## config.mk

```make
export PLATFORM = sky130hd
export DESIGN_NAME = vga_timing
export DESIGN_NICKNAME = d
export VERILOG_FILES = /design/src/rtl/vga_pkg.sv /design/src/rtl/pix_clk_div.sv /design/src/rtl/vga_timing.sv
export SDC_FILE = /design/constraint.sdc
export NUM_CORES = 1
export LEC_CHECK = 0
export CORE_ASPECT_RATIO = 1.4
export CORE_MARGIN = 3
export CORE_UTILIZATION = 25
export DETAILED_ROUTE_END_ITERATION = 16
export GPL_TIMING_DRIVEN = 0
export HOLD_SLACK_MARGIN = 0.03
export PLACE_DENSITY = 0.53
export SYNTH_ARGS = -nofsm -noshare
export SYNTH_HDL_FRONTEND = slang
export SYNTH_SLANG_ARGS = --single-unit
export TNS_END_PERCENT = 30
```

## constraint.sdc

```tcl
create_clock -name clk -period 3.1 [get_ports clk]
set_clock_uncertainty 0.05 [all_clocks]
set_input_delay 0.775 -clock clk [delete_from_list [all_inputs] [get_ports clk]]
set_output_delay 0.775 -clock clk [all_outputs]
set_load 0.005 [all_outputs]
```

## src/rtl/vga_pkg.sv

```systemverilog
`default_nettype none
`timescale 1ns/1ps
// ============================================================================
// Module   : vga_pkg
// Purpose  : Shared 640x480@60 raster constants for the timing generator,
//            renderer and game logic.
// Contents : Timing constants, derived totals and sync windows, and the
//            10-bit coordinate width and type.
// Revision : 1.0 - initial release
// ============================================================================
package vga_pkg;

  localparam int COORD_W = 10;
  typedef logic [COORD_W-1:0] coord_t;

  // Horizontal timing, pixels
  localparam int VGA_H_VISIBLE = 640;
  localparam int VGA_H_FP      = 16;
  localparam int VGA_H_SYNC    = 96;
  localparam int VGA_H_BP      = 48;

  // Vertical timing, lines
  localparam int VGA_V_VISIBLE = 480;
  localparam int VGA_V_FP      = 10;
  localparam int VGA_V_SYNC    = 2;
  localparam int VGA_V_BP      = 33;

  // Derived values; sync windows are half-open [START, END)
  localparam int H_TOTAL  = VGA_H_VISIBLE + VGA_H_FP + VGA_H_SYNC + VGA_H_BP;
  localparam int V_TOTAL  = VGA_V_VISIBLE + VGA_V_FP + VGA_V_SYNC + VGA_V_BP;
  localparam int HS_START = VGA_H_VISIBLE + VGA_H_FP;
  localparam int HS_END   = HS_START + VGA_H_SYNC;
  localparam int VS_START = VGA_V_VISIBLE + VGA_V_FP;
  localparam int VS_END   = VS_START + VGA_V_SYNC;

endpackage
`default_nettype wire

```

## src/rtl/pix_clk_div.sv

```systemverilog
`default_nettype none
`timescale 1ns/1ps
// ============================================================================
// Module   : pix_clk_div
// Purpose  : Free-running divider producing a pixel-advance strobe once
//            every PIX_DIV clocks.
// Ports    : clk      - system clock
//            rst_n    - asynchronous active-low reset
//            o_pix_en - high on the last clock of each pixel period
// Revision : 1.0 - initial release
// ============================================================================
module pix_clk_div #(
  parameter int PIX_DIV = 4
) (
  input  logic clk,
  input  logic rst_n,
  output logic o_pix_en
);

  localparam int c_div_w = $clog2(PIX_DIV);

  logic [c_div_w-1:0] r_div;

  // PIX_DIV is a power of two, so the counter wraps on its own.
  always_ff @(posedge clk or negedge rst_n) begin
    if (!rst_n) begin
      r_div <= '0;
    end else begin
      r_div <= r_div + c_div_w'(1);
    end
  end

  assign o_pix_en = (r_div == c_div_w'(PIX_DIV - 1));

endmodule
`default_nettype wire

```

## src/rtl/vga_timing.sv

```systemverilog
`default_nettype none
`timescale 1ns/1ps
// ============================================================================
// Module   : vga_timing
// Purpose  : Raster timing generator: pixel/line counters, visible-area flag,
//            sync pins and a one-clock frame_start pulse.
// Ports    : clk           - system clock, rising edge
//            rst_n         - asynchronous active-low reset
//            o_pix_en      - pixel-advance strobe
//            o_h_counter   - current column, 0..H_TOTAL-1
//            o_v_counter   - current line,   0..V_TOTAL-1
//            o_vidon       - inside the visible area
//            o_hsync       - horizontal sync, level SYNC_POL when active
//            o_vsync       - vertical sync,   level SYNC_POL when active
//            o_frame_start - one-clock pulse when counters become (0,0)
// Config   : define VGA_PIXDIV_EN to divide clk by PIX_DIV for the pixel
//            rate; otherwise clk is the pixel clock and o_pix_en is 1.
// Revision : 1.0 - initial release
// ============================================================================
module vga_timing
  import vga_pkg::*;
#(
  parameter int   H_VISIBLE = VGA_H_VISIBLE,
  parameter int   H_FP      = VGA_H_FP,
  parameter int   H_SYNC    = VGA_H_SYNC,
  parameter int   H_BP      = VGA_H_BP,
  parameter int   V_VISIBLE = VGA_V_VISIBLE,
  parameter int   V_FP      = VGA_V_FP,
  parameter int   V_SYNC    = VGA_V_SYNC,
  parameter int   V_BP      = VGA_V_BP,
  parameter int   PIX_DIV   = 4,
  parameter logic SYNC_POL  = 1'b0
) (
  input  logic               clk,
  input  logic               rst_n,
  output logic               o_pix_en,
  output logic [COORD_W-1:0] o_h_counter,
  output logic [COORD_W-1:0] o_v_counter,
  output logic               o_vidon,
  output logic               o_hsync,
  output logic               o_vsync,
  output logic               o_frame_start
);

  localparam int c_h_total = H_VISIBLE + H_FP + H_SYNC + H_BP;
  localparam int c_v_total = V_VISIBLE + V_FP + V_SYNC + V_BP;

  localparam coord_t c_h_last   = coord_t'(c_h_total - 1);
  localparam coord_t c_v_last   = coord_t'(c_v_total - 1);
  localparam coord_t c_h_vis    = coord_t'(H_VISIBLE);
  localparam coord_t c_v_vis    = coord_t'(V_VISIBLE);
  localparam coord_t c_hs_start = coord_t'(H_VISIBLE + H_FP);
  localparam coord_t c_hs_end   = coord_t'(H_VISIBLE + H_FP + H_SYNC);
  localparam coord_t c_vs_start = coord_t'(V_VISIBLE + V_FP);
  localparam coord_t c_vs_end   = coord_t'(V_VISIBLE + V_FP + V_SYNC);

  logic   w_pix_en;
  coord_t w_h_next;
  coord_t w_v_next;

  coord_t r_h;
  coord_t r_v;
  logic   r_vidon;
  logic   r_hsync;
  logic   r_vsync;
  logic   r_frame_start;

`ifdef VGA_PIXDIV_EN
  if (1) begin : g_pix_div
    pix_clk_div #(
      .PIX_DIV (PIX_DIV)
    ) u_pix_clk_div (
      .clk      (clk),
      .rst_n    (rst_n),
      .o_pix_en (w_pix_en)
    );
  end
`else
  // clk already runs at the pixel rate.
  assign w_pix_en = 1'b1;
`endif

  always_comb begin
    w_h_next = r_h;
    w_v_next = r_v;
    if (w_pix_en) begin
      if (r_h == c_h_last) begin
        w_h_next = '0;
        w_v_next = (r_v == c_v_last) ? '0 : r_v + coord_t'(1);
      end else begin
        w_h_next = r_h + coord_t'(1);
      end
    end
  end

  // Flags are decoded from the next counter values so that, once registered,
  // they line up with the counters presented in the same cycle.
  always_ff @(posedge clk or negedge rst_n) begin
    if (!rst_n) begin
      r_h           <= c_h_last;
      r_v           <= c_v_last;
      r_vidon       <= 1'b0;
      r_hsync       <= ~SYNC_POL;
      r_vsync       <= ~SYNC_POL;
      r_frame_start <= 1'b0;
    end else begin
      r_h           <= w_h_next;
      r_v           <= w_v_next;
      r_vidon       <= (w_h_next < c_h_vis) && (w_v_next < c_v_vis);
      r_hsync       <= ((w_h_next >= c_hs_start) && (w_h_next < c_hs_end))
                       ? SYNC_POL : ~SYNC_POL;
      r_vsync       <= ((w_v_next >= c_vs_start) && (w_v_next < c_vs_end))
                       ? SYNC_POL : ~SYNC_POL;
      // Gated by the strobe so the pulse covers only the first clock of (0,0).
      r_frame_start <= w_pix_en && (w_h_next == '0) && (w_v_next == '0);
    end
  end

  assign o_pix_en      = w_pix_en;
  assign o_h_counter   = r_h;
  assign o_v_counter   = r_v;
  assign o_vidon       = r_vidon;
  assign o_hsync       = r_hsync;
  assign o_vsync       = r_vsync;
  assign o_frame_start = r_frame_start;

endmodule
`default_nettype wire
```

==> results.sh <==
export IMPL_critPathCaptureType="register"
export IMPL_die_w_um=68.3
export IMPL_avgSynthCellArea_um2=9.30
export IMPL_mostFrequentLayoutCells="clkdlybuf4s50_1 (25), nand3_1 (13), dfrtp_1 (12), dfstp_2 (12)"
export IMPL_max_cap_violations=0
export IMPL_wl_per_cell_um=13.4
export IMPL_pwr_share_seq_pct=52.6
export IMPL_clk_path_buf_depth=2
export IMPL_synthArstFlopShare_pct=100
export IMPL_routed_via_density=4.81
export IMPL_ys_warnings_count=0
export IMPL_diodes=0
export IMPL_n_fill_cell=574
export IMPL_grt_pass1_wl_um=5620
export IMPL_dp_hpwl_um=2410
export IMPL_synth_area_leaders="dfstp_2 (23%), dfrtp_1 (22%), xor2_1 (5.2%)"
export IMPL_grt_max_degree=25
export IMPL_antenna_found_initial=0
export IMPL_switching_power_uw=108
export IMPL_cp_start_kind="register"
export IMPL_hold_class="reg -> reg"
export IMPL_worstPathMaxFanout=8
export IMPL_synth_nets=151
export IMPL_clockPowerShare_pct=46.0
export IMPL_num_rows=31
export IMPL_core_region_area_um2=5200
export IMPL_drt_total_wl_um=3230
export IMPL_synth_edff_count=0
export IMPL_start_util_pct=26.1
export IMPL_power_internal_uw=488
export IMPL_worst_slew_pin_slew_ps=1080
export IMPL_use_met2_pct=19.5
export IMPL_worst_setup_path_type="reg -> reg"
export IMPL_insertion_delay_ps=260
export IMPL_worstPathArrival_ps=2670
export IMPL_top_usage_layer="met2"
export IMPL_cts_tree="done"
export IMPL_yosysUniqueCellTypes=41
export IMPL_io_pins=27
export IMPL_cts_resized=0
export IMPL_grt_pass1_vias=1193
export IMPL_clock_tree_root_cell="clkbuf_8"
export IMPL_synthFlopType="dfstp_2"
export IMPL_holdBufCountCts=0
export IMPL_worstPathRequired_ps=3220
export IMPL_status="finished clean"
export IMPL_cts_setup_buffers=0
export IMPL_grt_overflow_total=0
export IMPL_grt_use_total_pct=11.3
export IMPL_yosys_area_top_type="dfstp_2"
export IMPL_fin_crit_sh_pct=82.3
export IMPL_fp_dieArea_um2=6360
export IMPL_p_per_area_nw_per_um2=338
export IMPL_synth_top_area_share_pct=23.2
export IMPL_htree_levels=1
export IMPL_drc_errors=0
export IMPL_setup_tns_ps=0
export IMPL_die_y_um=93.2
export IMPL_area_growth_pct=29.8
export IMPL_maxSlewHeadroom_pct=27.5
export IMPL_ir_drop_uv=142
export IMPL_syn_inst=146
export IMPL_p_sw_share_pct=18.1
export IMPL_synth_seq_area_share_pct=45.3
export IMPL_final_antenna_net_count=0
export IMPL_fmax_mhz=392
export IMPL_gr_usage_met3_pct=1.92
export IMPL_setup_viol=0
export IMPL_place_congestion=0.729
export IMPL_p_leak_uw=0.000737
export IMPL_finalHoldViolations=0
export IMPL_clock_sinks=24
export IMPL_final_common_cell="clkdlybuf4s50_1"
export IMPL_p_comb_share_pct=1.4
export IMPL_cts_buffers=3
export IMPL_drive_gt1_share_pct=14.9
export IMPL_fin_crit_ps=2550
export IMPL_ys_ff_latch=24
export IMPL_clk_pin_slew_worst_paths_ps=90
export IMPL_grt_setup_unrepaired="no"
export IMPL_drt_first_pass_iters=4
export IMPL_gr_usage_met1_pct=14.3
export IMPL_slew_violations=0
export IMPL_portBuffers=25
export IMPL_drt_initial_drc_count=47
export IMPL_layout_nets=181
export IMPL_vias=1160
export IMPL_mappedNetlistArea_um2=1360
export IMPL_power_total_uw=596
through the flow:
stage                     setup slack (ps)  hold WS (ps)  cell area (um2)  util [%]  instances
after floorplan                        909           429             1360         -        146
after global placement                 561           478             1690      32.5        237
after detailed placement               555           488             1690      32.5        237
after CTS                              549           508             1760      33.9        241
after global routing                   315           542             1760      33.9        241
final                                  550           497             1760      33.9        241
cells in the mapped netlist, drive strengths merged (2+ instances only):
library cell / n
ha: 3
nor2: 8
dfrtp: 12
nand4: 5
dfstp: 12
xor2: 8
and3: 2
a21o: 3
a21oi: 5
buf: 4
xnor2: 5
and4: 3
nand3: 13
inv: 8
and4b: 2
nor3: 10
nand2: 10
a31oi: 2
or3: 2
nand2b: 3
or2: 2
clkbuf: 4
o21ai: 7
kinds of logic (layout without fill, tap and decap cells):
kind of cell | Yosys count | after routing | share of synthesized area (%)
buffers and inverters | 16 | 45 | 5.53
adders and majority gates | 3 | 3 | 2.77
other | 1 | 1 | 0.276
AOI/OAI and AO/OA | 24 | 24 | 11.2
and+or+nand+nor | 65 | 65 | 26.5
DFF | 24 | 24 | 45.3
xor gates and xnor gates | 13 | 13 | 8.39
sequential cells by signal (all words and copies together), names as in the netlist:
register / cells
o_h_counter: 10
o_v_counter: 10
o_frame_start: 1
o_hsync: 1
o_vidon: 1
o_vsync: 1
path summary, 6_finish.rpt:
kind	startpoint	endpoint	slack, ps	depth (start not counted)
worst max-delay path	o_h_counter[0]	o_vsync	550	8
worst min-delay path	o_h_counter[0]	o_h_counter[0]	500	1
worst max register to register	o_h_counter[0]	o_vsync	550	8
worst min register to register	o_h_counter[0]	o_h_counter[0]	500	1
max in group asynchronous	rst_n	o_v_counter[5]	1310	1
min in group asynchronous	rst_n	o_v_counter[0]	1040	1
metal layers:
| metal | wire length (um) | up-vias |
|---|---|---|
| li1 | - | 580 |
| met1 | 1450 | 555 |
| met2 | 1660 | 23 |
| met3 | 99 | 2 |
| met4 | 23 | 0 |
| met5 | 0 | - |
final cells by class:
| cell class | count | area [um2] | area share, % |
|---|---|---|---|
| clock inverter | 1 | 30.0 | 1.70 |
| multi-input combinational | 106 | 667 | 37.9 |
| buffer | 8 | 45.0 | 2.56 |
| sequential | 24 | 616 | 34.9 |
| tap | 66 | 82.6 | 4.69 |
| clock buffer | 3 | 41.3 | 2.34 |
| inverter | 8 | 30.0 | 1.70 |
| timing repair buffer | 25 | 250 | 14.2 |
worst max-delay path, stage by stage, from the launching register on:
cell	delay, ps
dfstp_2	600
ha_1	270
and4_1	210
clkbuf_2	190
nand4_1	260
nor3_1	260
xor2_1	250
and4b_1	270
nand4_1	110
power groups by stage:
stage               registers [uW]  clock network, uW  logic, uW
floorplan                      319                  0       1.18
global placement               319                  0       8.80
detailed placement             319                  0       8.95
CTS                            314                286       8.92
global route                   314                301       10.1
finish                         314                274       8.26
Note: power is estimated with default switching activity, not from simulation.
